**config.mk**
```make
export PLATFORM = sky130hd
export DESIGN_NAME = pipeline_ctrl
export DESIGN_NICKNAME = d
export VERILOG_FILES = /design/src/rtl/pipeline_ctrl_pkg.sv /design/src/rtl/pipeline_ctrl_load_use.sv /design/src/rtl/pipeline_ctrl.sv
export SDC_FILE = /design/constraint.sdc
export NUM_CORES = 1
export LEC_CHECK = 0
export ABC_AREA = 1
export BUFFER_PORTS_ARGS = -buffer_cell sky130_fd_sc_hd__buf_2
export CORE_MARGIN = 2
export CORE_UTILIZATION = 50
export CTS_CLUSTER_DIAMETER = 30
export CTS_CLUSTER_SIZE = 8
export DETAILED_ROUTE_END_ITERATION = 6
export GPL_TIMING_DRIVEN = 0
export MAX_ROUTING_LAYER = met4
export PLACE_DENSITY = 0.79
export SLEW_MARGIN = 20
export SYNTH_ARGS = -nofsm -noshare
export SYNTH_HDL_FRONTEND = slang
export SYNTH_SLANG_ARGS = --single-unit
export TNS_END_PERCENT = 1
```
**constraint.sdc**
```tcl
create_clock -name clk -period 2 [get_ports clk]
set_input_delay 0.2 -clock clk [delete_from_list [all_inputs] [get_ports clk]]
set_output_delay 0.2 -clock clk [all_outputs]
set_load 0.03 [all_outputs]
```
**src/rtl/pipeline_ctrl_pkg.sv**
```systemverilog
// rtl/pipeline_ctrl_pkg.sv - shared types and constants for the pipeline sequencer
package pipeline_ctrl_pkg;

    typedef enum logic [1:0] {
        PC_HOLD  = 2'd0,
        PC_RUN   = 2'd1,
        PC_DRAIN = 2'd2,
        PC_HALT  = 2'd3
    } pc_state_t;

    localparam logic [31:0] NOP_IW = 32'h0000_0013;

    typedef struct packed {
        logic pc_stall;
        logic id_stall;
        logic ex_bubble;
        logic jump_take;
        logic if_flush;
        logic pipe_freeze;
        logic halted;
    } ctrl_strobes_t;

    localparam ctrl_strobes_t STROBES_IDLE = '0;

    // Whole-pipeline hold; every per-stage strobe is forced low underneath it.
    function automatic ctrl_strobes_t strobes_freeze(input logic is_halted);
        ctrl_strobes_t s;
        s             = STROBES_IDLE;
        s.pipe_freeze = 1'b1;
        s.halted      = is_halted;
        return s;
    endfunction

    function automatic ctrl_strobes_t strobes_stall();
        ctrl_strobes_t s;
        s           = STROBES_IDLE;
        s.pc_stall  = 1'b1;
        s.id_stall  = 1'b1;
        s.ex_bubble = 1'b1;
        return s;
    endfunction

endpackage

```
**src/rtl/pipeline_ctrl_load_use.sv**
```systemverilog
// rtl/pipeline_ctrl_load_use.sv - load_use_detect: load in EX feeding a source of the ID instruction
module load_use_detect (
    input  logic [4:0] id_rs1_reg,
    input  logic [4:0] id_rs2_reg,
    input  logic       id_rs1_used,
    input  logic       id_rs2_used,
    input  logic       ex_is_load,
    input  logic [4:0] ex_wb_reg,
    input  logic       ex_wb_enable,
    output logic       hazard
);

    logic rs1_match;
    logic rs2_match;
    logic load_writes;

    // x0 is hardwired zero, so a load targeting it never creates a dependency.
    assign load_writes = ex_is_load & ex_wb_enable & (ex_wb_reg != 5'd0);
    assign rs1_match   = id_rs1_used & (id_rs1_reg == ex_wb_reg);
    assign rs2_match   = id_rs2_used & (id_rs2_reg == ex_wb_reg);
    assign hazard      = load_writes & (rs1_match | rs2_match);

endmodule

```
**src/rtl/pipeline_ctrl.sv**
```systemverilog
// rtl/pipeline_ctrl.sv - central stall/flush/freeze sequencer for the 5-stage RV32I pipeline
module pipeline_ctrl
    import pipeline_ctrl_pkg::*;
#(
    parameter int RESET_HOLD   = 2,
    parameter int DRAIN_CYCLES = 3,
    parameter int CNT_W        = 32
) (
    input  logic             clk,
    input  logic             reset,
    input  logic [4:0]       id_rs1_reg,
    input  logic [4:0]       id_rs2_reg,
    input  logic             id_rs1_used,
    input  logic             id_rs2_used,
    input  logic             ex_is_load,
    input  logic [4:0]       ex_wb_reg,
    input  logic             ex_wb_enable,
    input  logic             jump_enable,
    input  logic             ebreak,
    input  logic             mem_busy,
    input  logic             resume,
    output logic             pc_stall,
    output logic             id_stall,
    output logic             ex_bubble,
    output logic             jump_take,
    output logic             if_flush,
    output logic             pipe_freeze,
    output logic             halted,
    output logic [CNT_W-1:0] stall_count,
    output logic [1:0]       state_out
);

    localparam int HOLD_W  = (RESET_HOLD   > 2) ? $clog2(RESET_HOLD)   : 1;
    localparam int DRAIN_W = (DRAIN_CYCLES > 2) ? $clog2(DRAIN_CYCLES) : 1;
    localparam logic [HOLD_W-1:0]  HOLD_INIT  = HOLD_W'(RESET_HOLD - 1);
    localparam logic [DRAIN_W-1:0] DRAIN_INIT = DRAIN_W'(DRAIN_CYCLES - 1);

    pc_state_t          state;
    logic [HOLD_W-1:0]  hold_cnt;
    logic [DRAIN_W-1:0] drain_cnt;
    logic               resume_flush;
    logic               hazard;
    logic               count_en;
    ctrl_strobes_t      strb;

    load_use_detect u_load_use (
        .id_rs1_reg   (id_rs1_reg),
        .id_rs2_reg   (id_rs2_reg),
        .id_rs1_used  (id_rs1_used),
        .id_rs2_used  (id_rs2_used),
        .ex_is_load   (ex_is_load),
        .ex_wb_reg    (ex_wb_reg),
        .ex_wb_enable (ex_wb_enable),
        .hazard       (hazard)
    );

    always_comb begin
        strb = STROBES_IDLE;
        unique case (state)
            PC_HOLD: strb = strobes_freeze(1'b0);
            PC_RUN: begin
                if (mem_busy) begin
                    strb = strobes_freeze(1'b0);
                end else if (resume_flush) begin
                    // First cycle after HALT: ID advances so the EBREAK retires, IF fetch is dropped.
                    strb.if_flush = 1'b1;
                end else if (hazard || ebreak) begin
                    strb = strobes_stall();
                end else if (jump_enable) begin
                    strb.jump_take = 1'b1;
                    strb.if_flush  = 1'b1;
                end
            end
            PC_DRAIN: strb = mem_busy ? strobes_freeze(1'b0) : strobes_stall();
            PC_HALT:  strb = strobes_freeze(1'b1);
            default:  strb = STROBES_IDLE;
        endcase
    end

    assign pc_stall    = strb.pc_stall;
    assign id_stall    = strb.id_stall;
    assign ex_bubble   = strb.ex_bubble;
    assign jump_take   = strb.jump_take;
    assign if_flush    = strb.if_flush;
    assign pipe_freeze = strb.pipe_freeze;
    assign halted      = strb.halted;
    assign state_out   = state;

    assign count_en = ((state == PC_RUN) || (state == PC_DRAIN)) &&
                      (strb.pc_stall || strb.pipe_freeze);

    always_ff @(posedge clk) begin
        if (!reset) begin
            state        <= PC_HOLD;
            hold_cnt     <= HOLD_INIT;
            drain_cnt    <= '0;
            resume_flush <= 1'b0;
            stall_count  <= '0;
        end else begin
            if (count_en && (stall_count != {CNT_W{1'b1}})) begin
                stall_count <= stall_count + CNT_W'(1);
            end

            unique case (state)
                PC_HOLD: begin
                    if (hold_cnt == '0) begin
                        state <= PC_RUN;
                    end else begin
                        hold_cnt <= hold_cnt - HOLD_W'(1);
                    end
                end
                PC_RUN: begin
                    if (!mem_busy) begin
                        if (resume_flush) begin
                            resume_flush <= 1'b0;
                        end else if (!hazard && ebreak) begin
                            state     <= PC_DRAIN;
                            drain_cnt <= DRAIN_INIT;
                        end
                    end
                end
                PC_DRAIN: begin
                    if (!mem_busy) begin
                        if (drain_cnt == '0) begin
                            state <= PC_HALT;
                        end else begin
                            drain_cnt <= drain_cnt - DRAIN_W'(1);
                        end
                    end
                end
                PC_HALT: begin
                    if (resume) begin
                        state        <= PC_RUN;
                        resume_flush <= 1'b1;
                    end
                end
                default: state <= PC_HOLD;
            endcase
        end
    end

endmodule

```
Word-level counts from Yosys, hierarchy flattened
Cells that the tools add are included.
- logic and storage cells: 66
- register bits after elaboration: 38
- equal/unequal tests: 14
- reduce and logical (&&, ||, !) cells: 15
- add/sub/neg operators: 3
- bitwise gates (word level): 6
- mux-type cells: 23
- operator list (cell ; number):
    $add A32 B1 Y32 const B ; 1
    $ne A32 B32 Y1 const B ; 1
    $pmux W7 S4 ; 1
    $mux W2 ; 11
    $mux W7 ; 2
    $ne A2 B2 Y1 const B ; 6
    $eq A5 B5 Y1 ; 2
    $pmux W2 S4 ; 1
    $reduce_and A7 Y1 ; 1
    $reduce_and A6 Y1 ; 1
    $and A1 B1 Y1 ; 5
    $reduce_bool A5 Y1 ; 1
    $eq A2 B2 Y1 const B ; 2
    $logic_not A2 Y1 ; 2
    $mux W1 ; 4
    $mux W4 ; 1
    $ne A2 B1 Y1 const B ; 2
    $pmux W2 S2 ; 1
    $reduce_bool A2 Y1 ; 2
    $logic_and A1 B1 Y1 ; 3
    $logic_or A1 B1 Y1 ; 3
    $mux W3 ; 1
    $reduce_and A3 Y1 ; 1
    $eq A2 B1 Y1 const B ; 1
    other kinds (5) ; 5

Longest topological paths before layout
Gate-level depths: netlist of run 1.
- depth in word-level cells: 12
- mapped depth: 14

Modules after synthesis
From an unflattened synthesis of run 1, not the netlist that was laid out.
- cell total of the unflattened synthesis: 482
- area, all modules: 2832.7 um^2
- modules (own cells, without submodules) (module ; cells each ; area an instance (um^2) ; times used):
    pipeline_ctrl ; 427 ; 2615.0 ; 1
    load_use_detect ; 55 ; 217.7 ; 1

Least setup slack after synthesis of run 1
No wires, ideal clock.
- path kind: register to output
- start point: reg state[0] (netlist: state_out[0])
- end point: out jump_take
- slack: -0.204 ns
- path buffers: 0
- arrival time: 2.004 ns
- cell stages (with the launch flop): 6
- path through: dfxtp_1 inv_1 ha_1 inv_1 nand2_1 nor4_1
- longest elaborated chain between the ends: 2
- RTL lines (what ; RTL line ; source):
    start, declared ; pipeline_ctrl.sv:38 ; pc_state_t state;
    start signal, assigned ; pipeline_ctrl.sv:94 ; state <= PC_HOLD;
    start signal, assigned ; pipeline_ctrl.sv:107 ; state <= PC_RUN;
    start signal, assigned ; pipeline_ctrl.sv:117 ; state <= PC_DRAIN;
    $eq A2 B2 Y1 (tied with other cells) ; pipeline_ctrl.sv:59 ; unique case (state)
    $pmux W7 S4 (*) ; pipeline_ctrl.sv:59 ;
    end, declared ; pipeline_ctrl.sv:25 ; output logic jump_take,
Every way passes the cells marked *; elsewhere a longest branch is shown, timed or not.

Final worst setup path of run 1
- start point: reg state[0] (netlist: state_out[0])
- end point: out id_stall
- longest elaborated chain between the ends: 2
- RTL lines (what ; RTL line ; source):
    $eq A2 B2 Y1 (tied with other cells) ; pipeline_ctrl.sv:59 ;
    $pmux W7 S4 (*) ; pipeline_ctrl.sv:59 ;
    end, declared ; pipeline_ctrl.sv:23 ; output logic id_stall,
Marks and branches as above.

==> metrics.md, run 1 <==
| Metric | Value |
|---|---|
| Outcome | completed |
| DRT iter0 DRCs | 225 |
| Req. time, crit path | 1.80 ns |
| R2R Path Start | stall_count[12] |
| Clock-pin slew on the worst setup and hold paths | 0.07 ns |
| Gpl congestion | 1.01 |
| Row count | 26 |
| CP endpoint kind | output pin |
| Normalized max-slew margin | 62.1% |
| Mapped cell area | 2720 um^2 |
| Slowest-stage cell, CP | dfxtp_4 |
| Share of layout cells above drive strength 1 | 21.7% |
| Main synth FF type | dfxtp_1 |
| Die H | 77.7 um |
| CTS Hold Buffers Added | 0 |
| Register area share after synthesis | 28.0% |
| CTS Sinks | 38 |
| Via count | 3,038 |
| Final WL | 7460 um |
| Gr usage total | 26.6% |
| Initial Utilization | 52.5% |
| I/O Buffers | 65 |
| Worst path bufs/invs | 4 |
| Synth Register Bits | 38 |
| Peak VDD IR | 0.650 mV |
| Asr flop ratio synth | 0% |
| Worst path max stage delay | 0.37 ns |
| Worst setup path end | id_stall |
| Max Cap Violations | 0 |
| R2r endpoint | stall_count[30] |
| Total Die Area | 6040 um^2 |
| Avg Cell Area, Syn | 6.28 um^2 |
| Design Power | 0.00274 W |
| Max Clk Rate | 523 MHz |
| Min cycle time layout | 1.91 ns |
| Syn nets | 465 |
| Final period util | 95.7% |
| Die Wd | 77.7 um |
| FF-to-FF path depth | 8 |
| Kind of cell adding the most delay to the critical path | simple AND/OR/NAND/NOR gates |
| Crit path depth | 9 |
| Setup violators final | 0 |
| Synthesis Warnings | 0 |
| Min-Delay Path Class | input port to flop |
| Core Area | 5170 um^2 |
| Drt via density | 5.27 |
| Final clock skew | 0.00920 ns |
| CP Class | flop to output pin |
| Routed WL per cell | 12.9 um |
| CTS tree | built |
| CTS Root Buffer Type | clkbuf_8 |
| Global-route wire length before repair | 12,800 um |
| Total grt overflow | 0 |
| Slew @ Worst Pin | 0.564 ns |
| R2r setup slk | 0.14 ns |
| Number of synthesized flops with an enable pin | 0 |
| Vias in the first global route | 2,839 |
| Initial antenna violation count | 0 |
| Antenna Nets Post-Route | 0 |
| Setup TNS | 0 ns |
| Largest net degree at the start of global routing | 12 |
| Drc violations | 0 |
| H-tree depth | 2 |
| HPWL after DPL | 5860 um |
| Later-pin clock latency in the skew report | 0.30 ns |
| I/O pin count | 66 |
| Crit path max fanout | 5 |
| Pwr Density | 825 nW/um^2 |
| Startpoint Class | flop |
| Leak Pwr | 1.48 nW |
| Number of distinct library cells after synthesis | 26 |
| Area growth from synthesis to layout | 22.1% |
| # nets final | 538 |
| First-pass DRT Iterations | 4 |
| Arrival time worst endpoint | 1.71 ns |
| Setup crit start | state_out[0] |
| Max clock buf depth | 2 |
| Slew Viols, Final | 0 |
| Endpoints failing hold | 0 |
| Worst-path cell chain | inv_1, ha_2, inv_1, nand2_1, nor3_2, nand2_1, nand2_2, buf_4, buf_4 |
| FILL cells | 504 |
| Diode count | 0 |
| Total CTS buffers | 5 |
| Post-Syn Instances | 433 |
-- final cells by class --
cell class | count | area, um^2 | share of cell area, %
Clock inverter | 1 | 5.00 | 0.151
Sequential cell | 38 | 776 | 23.4
Tap cell | 70 | 87.6 | 2.64
Multi-Input combinational cell | 327 | 1730 | 52.2
Clock buffer | 7 | 86.3 | 2.60
Timing Repair Buffer | 66 | 338 | 10.2
Inverter | 50 | 188 | 5.66
Buffer | 18 | 106 | 3.21
-- metal layers --
layer	part of all wire, %	wire (um)	up-vias	global-route usage [%]
met5	0	0	-	-
met4	2.0	146	0	8.39
met3	4.9	367	17	4.30
met2	47	3480	81	43.3
met1	46	3460	1375	34.0
li1	-	-	1565	-
-- logic make-up (layout without fill, tap and decap cells) --
group                    Yosys count  count (layout)  share of synthesized area, %
AND/OR/NAND/NOR                  248             248                          40.9
flip-flops                        38              38                          28.0
AO/OA/AOI/OAI                     45              45                          8.52
buffers and inverters             68             142                          10.6
XOR/XNOR                          27              27                          8.70
adder cells (fa/ha/maj)            7               7                          3.22
-- power breakdown --
group	total (W)	internal (W)	switching, W
registers	0.000896	0.000830	0.0000661
clock network	0.000552	0.000278	0.000273
logic	0.00129	0.000407	0.000882
-- per-stage QoR --
stage	cell area (um^2)	utilization [%]	cells	setup WS, ns	hold WS (ns)
detailed placement	3140	60.6	568	-0.147	0.438
finish	3320	64.2	577	0.0863	0.144
global route	3320	64.2	577	-0.0643	0.145
global placement	3140	60.6	568	-0.118	0.435
CTS	3260	63.1	577	0.00189	0.131
floorplan	2720	-	433	0.0209	0.269
-- state kept, by name, indices dropped and copies added, names as in the netlist --
name          flops
resume_flush      1
drain_cnt         2
hold_cnt          1
stall_count      32
state_out         2
-- what timing repair did --
action	in CTS	in global routing
setup endpoints to repair	34	36
resized for setup	10	19
pin swaps	0	1
setup buffers	1	0
-- worst min-delay path by stage --
stage,slack (ns),depth (start not counted),to,from
final,0.14,2,hold_cnt,reset
after global routing,0.14,2,hold_cnt,reset
after CTS,0.13,2,hold_cnt,reset
after detailed placement,0.44,2,hold_cnt,reset
after global placement,0.44,2,hold_cnt,hold_cnt
after floorplan,0.27,1,hold_cnt,reset
-- cells in the mapped netlist, drive strengths merged, types with 5 or more instances --
master	n	share of area, %
a21oi	38	7.0
buf	8	2.3
clkbuf	10	1.4
dfxtp	38	28
ha	7	3.2
inv	50	6.9
nand2	129	18
nand3	16	3.3
nand4	35	8.1
nor2	38	5.3
nor3	22	4.1
o21ai	5	0.92
xnor2	9	2.9
xor2	18	5.8
-- cell usage in the layout (no fill, tap or decap), drive strengths merged --
cell     Yosys  routed
nand3       16      16
nand2      129     129
xor2        18      18
nor3b        3       3
nand3b       2       2
buf          8      74
xnor2        9       9
nor2        38      38
o21ai        5       5
clkinv       0       1
a2111oi      1       1
o211ai       1       1
inv         50      50
nor3        22      22
a21oi       38      38
dfxtp       38      38
clkbuf      10      17
nand4       35      35
nor4         3       3
ha           7       7
Power figures use the tool's default switching activity.
==> inputs of run 2 (changes only) <==
Settings changed: RECOVER_POWER set to 50.
==> run 2 against run 1 <==
Worst hold slack worse by 0.00090 ns. Highest routed layer unchanged. Clock power up 0.7%. Register-to-register slack about the same. Utilization down 0.82 points. First-iteration DRC count down 9.3%. Maximum frequency about the same. Final cell count unchanged. Design area down 1.3%. Combinational power about the same. Critical path depth unchanged.
==> metrics.md, run 2 (synthesis gave the netlist of run 1 again) <==
| Metric | Value |
|---|---|
| Area after DPL | 3140 um^2 |
| Req. time, crit path | 1.80 ns |
| I/O Buffers | 65 |
| Placed Cells | 568 |
| Largest net degree at the start of global routing | 12 |
| Drc violations | 0 |
| Final WL | 7490 um |
| Max Cap Violations | 0 |
| Gpl congestion | 1.01 |
| First-pass DRT Iterations | 4 |
| CTS Hold Buffers Added | 0 |
| DRT iter0 DRCs | 204 |
| Final clock skew | 0.0105 ns |
| FILL cells | 525 |
| Final instance area | 3280 um^2 |
| Slew @ Worst Pin | 0.537 ns |
| Min-Delay Path Class | input port to flop |
| Biggest register | stall_count |
| FF/Latch Area | 776 um^2 |
| CTS Root Buffer Type | clkbuf_8 |
| Total Die Area | 6040 um^2 |
| Hold path startpoint | reset |
| Kind of cell adding the most delay to the critical path | simple AND/OR/NAND/NOR gates |
| Final period util | 95.7% |
| Final hold slack | 0.143 ns |
| Global-route wire length before repair | 12,800 um |
| Max clock buf depth | 2 |
| Normalized max-slew margin | 63.9% |
| I/O pin count | 66 |
| Drt via density | 5.27 |
| FF-to-FF path depth | 8 |
| Worst-path cell chain | inv_1, ha_2, inv_1, nand2_1, nor3_2, nand2_1, nand2_2, buf_4, buf_4 |
| Total CTS buffers | 5 |
| CTS tree | built |
| Slowest-stage cell, CP | dfxtp_4 |
| Post-Route Utilization | 63.3% |
| CTS Sinks | 38 |
| Row count | 26 |
| Clock-pin slew on the worst setup and hold paths | 0.07 ns |
| Vias in the first global route | 2,839 |
| Endpoints failing hold | 0 |
| CP endpoint kind | output pin |
| Later-pin clock latency in the skew report | 0.30 ns |
| Area of the multi-input gates | 1730 um^2 |
| Gr usage total | 26.6% |
| Initial antenna violation count | 0 |
| Startpoint Class | flop |
| Worst path max stage delay | 0.37 ns |
| Die H | 77.7 um |
| Routed WL per cell | 13.0 um |
| Worst min-delay path endpoint | hold_cnt |
| WHS Path Cells | 2 |
| R2R Path Start | stall_count[12] |
| Die Wd | 77.7 um |
| Outcome | completed |
| Leak Pwr | 1.33 nW |
| Core Area | 5170 um^2 |
| Pwr Density | 834 nW/um^2 |
| Share of layout cells above drive strength 1 | 15.0% |
| R2r setup slk | 0.15 ns |
| Max reg flops | 32 |
| Via count | 3,040 |
| Crit path max fanout | 5 |
| Arrival time worst endpoint | 1.71 ns |
| Initial Utilization | 52.5% |
| Diode count | 0 |
| Worst path bufs/invs | 4 |
| Max Clk Rate | 523 MHz |
| Crit path depth | 9 |
| Antenna Nets Post-Route | 0 |
| Final cell count without fillers | 577 |
| # nets final | 538 |
| Peak VDD IR | 0.648 mV |
| Total grt overflow | 0 |
| Area growth from synthesis to layout | 20.5% |
| R2r endpoint | stall_count[30] |
| Slew Viols, Final | 0 |
| Leading cell type in the layout, fill and taps excluded | nand2_1 |
| Setup violators final | 0 |
| Leading cell types in the layout, fill and taps excluded | 127 x nand2_1, 46 x inv_1, 41 x clkbuf_1, 38 x a21oi_1, 37 x nor2_1 |
| Min cycle time layout | 1.91 ns |
| HPWL after DPL | 5860 um |
| H-tree depth | 2 |
| CP Class | flop to output pin |
-- run 2: power breakdown --
| part | switching, W | internal, W |
|---|---|---|
| registers | 0.0000668 | 0.000830 |
| clock network | 0.000278 | 0.000278 |
| logic | 0.000882 | 0.000398 |
| total | 0.00123 | 0.00151 |
-- run 2: how the worst max path moves through the flow --
stage	startpoint	slack [ns]	to
2_1_floorplan	stall_count[0]	0.02	stall_count[2]
3_3_place_gp	stall_count[0]	-0.12	stall_count[29]
3_5_place_dp	stall_count[0]	-0.15	stall_count[2]
4_1_cts	state_out[1]	0.002	stall_count[2]
5_1_grt	state_out[0]	-0.06	state_out[1]
6_report	state_out[0]	0.09	id_stall
-- run 2: worst register-to-register path: stages, from the launching register on --
cell      delay, ns
dfxtp_1        0.44
nand2_1        0.16
nor2_1         0.19
nand2_1        0.09
nor3_1         0.43
nand3b_1       0.14
nand2_1        0.09
nand4_1        0.09
a21oi_1        0.16
-- run 2: cell type report --
class                      count  area share (%)
clock inverter                 1           0.153
tap                           70            2.67
multi-input combinational    327            52.9
clock buffer                   7            2.64
timing repair buffer          66            9.01
buffer                        18            3.25
inverter                      50            5.73
sequential                    38            23.7
-- run 2: metal layers --
layer | track usage [%] | wire (um) | share of wire (%)
met2 | 43.3 | 3480 | 47
met5 | - | 0 | 0
met1 | 34.0 | 3480 | 46
met4 | 8.39 | 144 | 1.9
met3 | 4.30 | 378 | 5.0
-- run 2: repair_timing --
item	in CTS	in global routing
pin swaps	0	1
resized for setup	10	19
buffers inserted	1	0
endpoints found under the setup margin	34	36
-- run 2: metrics by stage --
stage	setup WS (ns)	setup TNS, ns	power [W]
2_1_floorplan	0.0209	0	0.00179
3_3_place_gp	-0.118	-3.18	0.00207
3_5_place_dp	-0.147	-3.96	0.00210
4_1_cts	0.00189	0	0.00269
5_1_grt	-0.0643	-0.185	0.00293
6_report	0.0862	0	0.00273
==> inputs of run 3 (changes only) <==
--- a/constraint.sdc
+++ b/constraint.sdc
@@ -3,2 +3,2 @@
 set_output_delay 0.2 -clock clk [all_outputs]
-set_load 0.03 [all_outputs]
+set_load 0.01 [all_outputs]
==> run 3 against run 2 <==
Routed wire length up 7.8%. Global-route usage is 1.6 points higher. Combinational power increased by 9%. Maximum frequency rose by 1.6%. Critical endpoint is now stall_count[11]. Die area stayed put. Clock power grew 48%. Largest cell class unchanged. Clock-buffer cell count is 1 lower. Clock skew is 0.0063 ns lower. Flip-flop and latch count unchanged.
==> metrics.md, run 3 (synthesis gave the netlist of run 1 again) <==
| Metric | Value |
|---|---|
| Final period util | 94.2% |
| Setup ws final | 0.116 ns |
| # nets final | 543 |
| Max Clk Rate | 531 MHz |
| I/O Buffers | 65 |
| Leak Pwr | 1.53 nW |
| CP Class | flop to flop |
| Max reg flops | 32 |
| Slew @ Worst Pin | 0.583 ns |
| Drc violations | 0 |
| Min cycle time layout | 1.88 ns |
| Final cell count without fillers | 582 |
| Pwr Density | 911 nW/um^2 |
| Normalized max-slew margin | 61.2% |
| Initial antenna violation count | 0 |
| Die Wd | 77.7 um |
| Leading cell types in the layout, fill and taps excluded | 127 x nand2_1, 67 x buf_2, 44 x inv_1, 36 x a21oi_1 |
| Arrival time worst endpoint | 2.12 ns |
| Area growth from synthesis to layout | 25.9% |
| Total Die Area | 6040 um^2 |
| Min-Delay Path Class | input port to flop |
| CTS Root Buffer Type | clkbuf_8 |
| CTS tree | built |
| Switching part of the total | 39.1% |
| Via count | 3,130 |
| Clock network power share | 26.4% |
| Gpl congestion | 0.949 |
| Initial Utilization | 52.5% |
| DRT iter0 DRCs | 254 |
| Routed WL per cell | 13.9 um |
| Total grt overflow | 0 |
| Slew Viols, Final | 0 |
| Later-pin clock latency in the skew report | 0.30 ns |
| Drt via density | 5.38 |
| First-pass DRT Iterations | 5 |
| Total CTS buffers | 5 |
| CP endpoint kind | flop |
| Req. time, crit path | 2.23 ns |
| H-tree depth | 2 |
| Max clock buf depth | 2 |
| Endpoints failing hold | 0 |
| Global-route wire length before repair | 13,500 um |
| Antenna Nets Post-Route | 0 |
| Diode count | 0 |
| Vias in the first global route | 2,947 |
| Final WL | 8070 um |
| Final hold slack | 0.155 ns |
| Leading cell type in the layout, fill and taps excluded | nand2_1 |
| Gr usage total | 28.2% |
| Peak VDD IR | 0.803 mV |
| Worst path bufs/invs | 4 |
| Worst-path cell chain | ha_4, nand3_4, inv_2, nand4_1, nor3b_2, nand4_1, buf_4, nand3_4, buf_6, buf_4, nand2_1, a21oi_1 |
| Hold path startpoint | reset |
| Comb power frac | 44.8% |
| Largest net degree at the start of global routing | 13 |
| Outcome | completed |
| Setup crit start | stall_count[0] |
| Clock-pin slew on the worst setup and hold paths | 0.08 ns |
| Design Power | 0.00312 W |
| Slowest-stage cell, CP | dfxtp_4 |
| Core Area | 5170 um^2 |
| Max Cap Violations | 0 |
| Worst path max stage delay | 0.38 ns |
| Placed Cells | 568 |
| Biggest register | stall_count |
| Internal power | 0.00190 W |
| Kind of cell adding the most delay to the critical path | simple AND/OR/NAND/NOR gates |
| Crit path max fanout | 6 |
| FILL cells | 475 |
| RSZ-0062 raised after global routing | yes |
| Die H | 77.7 um |
| Flop pwr share | 28.9% |
| Final clock skew | 0.00420 ns |
| CTS Sinks | 38 |
| Setup violators final | 0 |
| Startpoint Class | flop |
| R2R Path Start | stall_count[0] |
| Share of layout cells above drive strength 1 | 23.8% |
| Row count | 26 |
| I/O pin count | 66 |
| Setup WS pre-CTS | -0.119 ns |
| Post-Route Utilization | 66.1% |
| HPWL after DPL | 6010 um |
| Net Switching | 0.00122 W |
| CTS Hold Buffers Added | 0 |
==> run 3: cell count changes in the layout (fill, tap and decap cells not counted), sizes merged <==
cell,change
buf,+39
clkbuf,-35
bufinv,+2
clkinv,-1
==> run 3: power by group through the flow <==
| stage | Combinational (W) | Sequential, W | Clock, W |
|---|---|---|---|
| 3_3_place_gp | 0.00109 | 0.000885 | 0 |
| 4_1_cts | 0.00118 | 0.000879 | 0.000825 |
| 3_5_place_dp | 0.00114 | 0.000885 | 0 |
| 2_1_floorplan | 0.000794 | 0.000894 | 0 |
| 6_report | 0.00140 | 0.000901 | 0.000822 |
| 5_1_grt | 0.00155 | 0.000909 | 0.000859 |
==> run 3: timing repair <==
| item | CTS | global route |
|---|---|---|
| endpoints found under the hold margin | 0 | 0 |
| endpoints found under the setup margin | 32 | 38 |
| pin swaps | 2 | 4 |
| cloned | 0 | 2 |
| resized for setup | 8 | 36 |
| setup buffers | 1 | 3 |
==> run 3: path summary, 6_finish.rpt <==
check,endpoint,slack [ns],cells past startpoint
setup / recovery,stall_count[11],0.12,12
hold / removal,hold_cnt,0.15,2
setup reg to reg,stall_count[11],0.12,12
hold reg to reg,hold_cnt,0.46,2
==> run 3: routing by layer <==
metal,share of wire (%),vias up,global-route usage [%]
met3,6.2,16,5.93
li1,-,1575,-
met1,46,1428,36.7
met4,1.8,0,8.75
met2,47,111,44.1
met5,0,-,-
==> run 3: cell type report <==
| class | instances | area, um^2 | area share, % |
|---|---|---|---|
| plain buffers | 18 | 115 | 3.37 |
| clock buffers | 6 | 82.6 | 2.41 |
| clock inverters | 2 | 60.1 | 1.76 |
| inverters | 50 | 188 | 5.49 |
| multi-input cells | 327 | 1730 | 50.7 |
| flip-flops and latches | 38 | 781 | 22.8 |
| well taps | 70 | 87.6 | 2.56 |
| repair buffers | 71 | 374 | 10.9 |
==> run 3: stage by stage <==
stage,instance area [um^2],setup TNS [ns]
floorplan,2720,0
global placement,3130,-3.62
detailed placement,3130,-2.89
CTS,3310,-0.00349
global route,3420,-0.00636
finish,3420,0
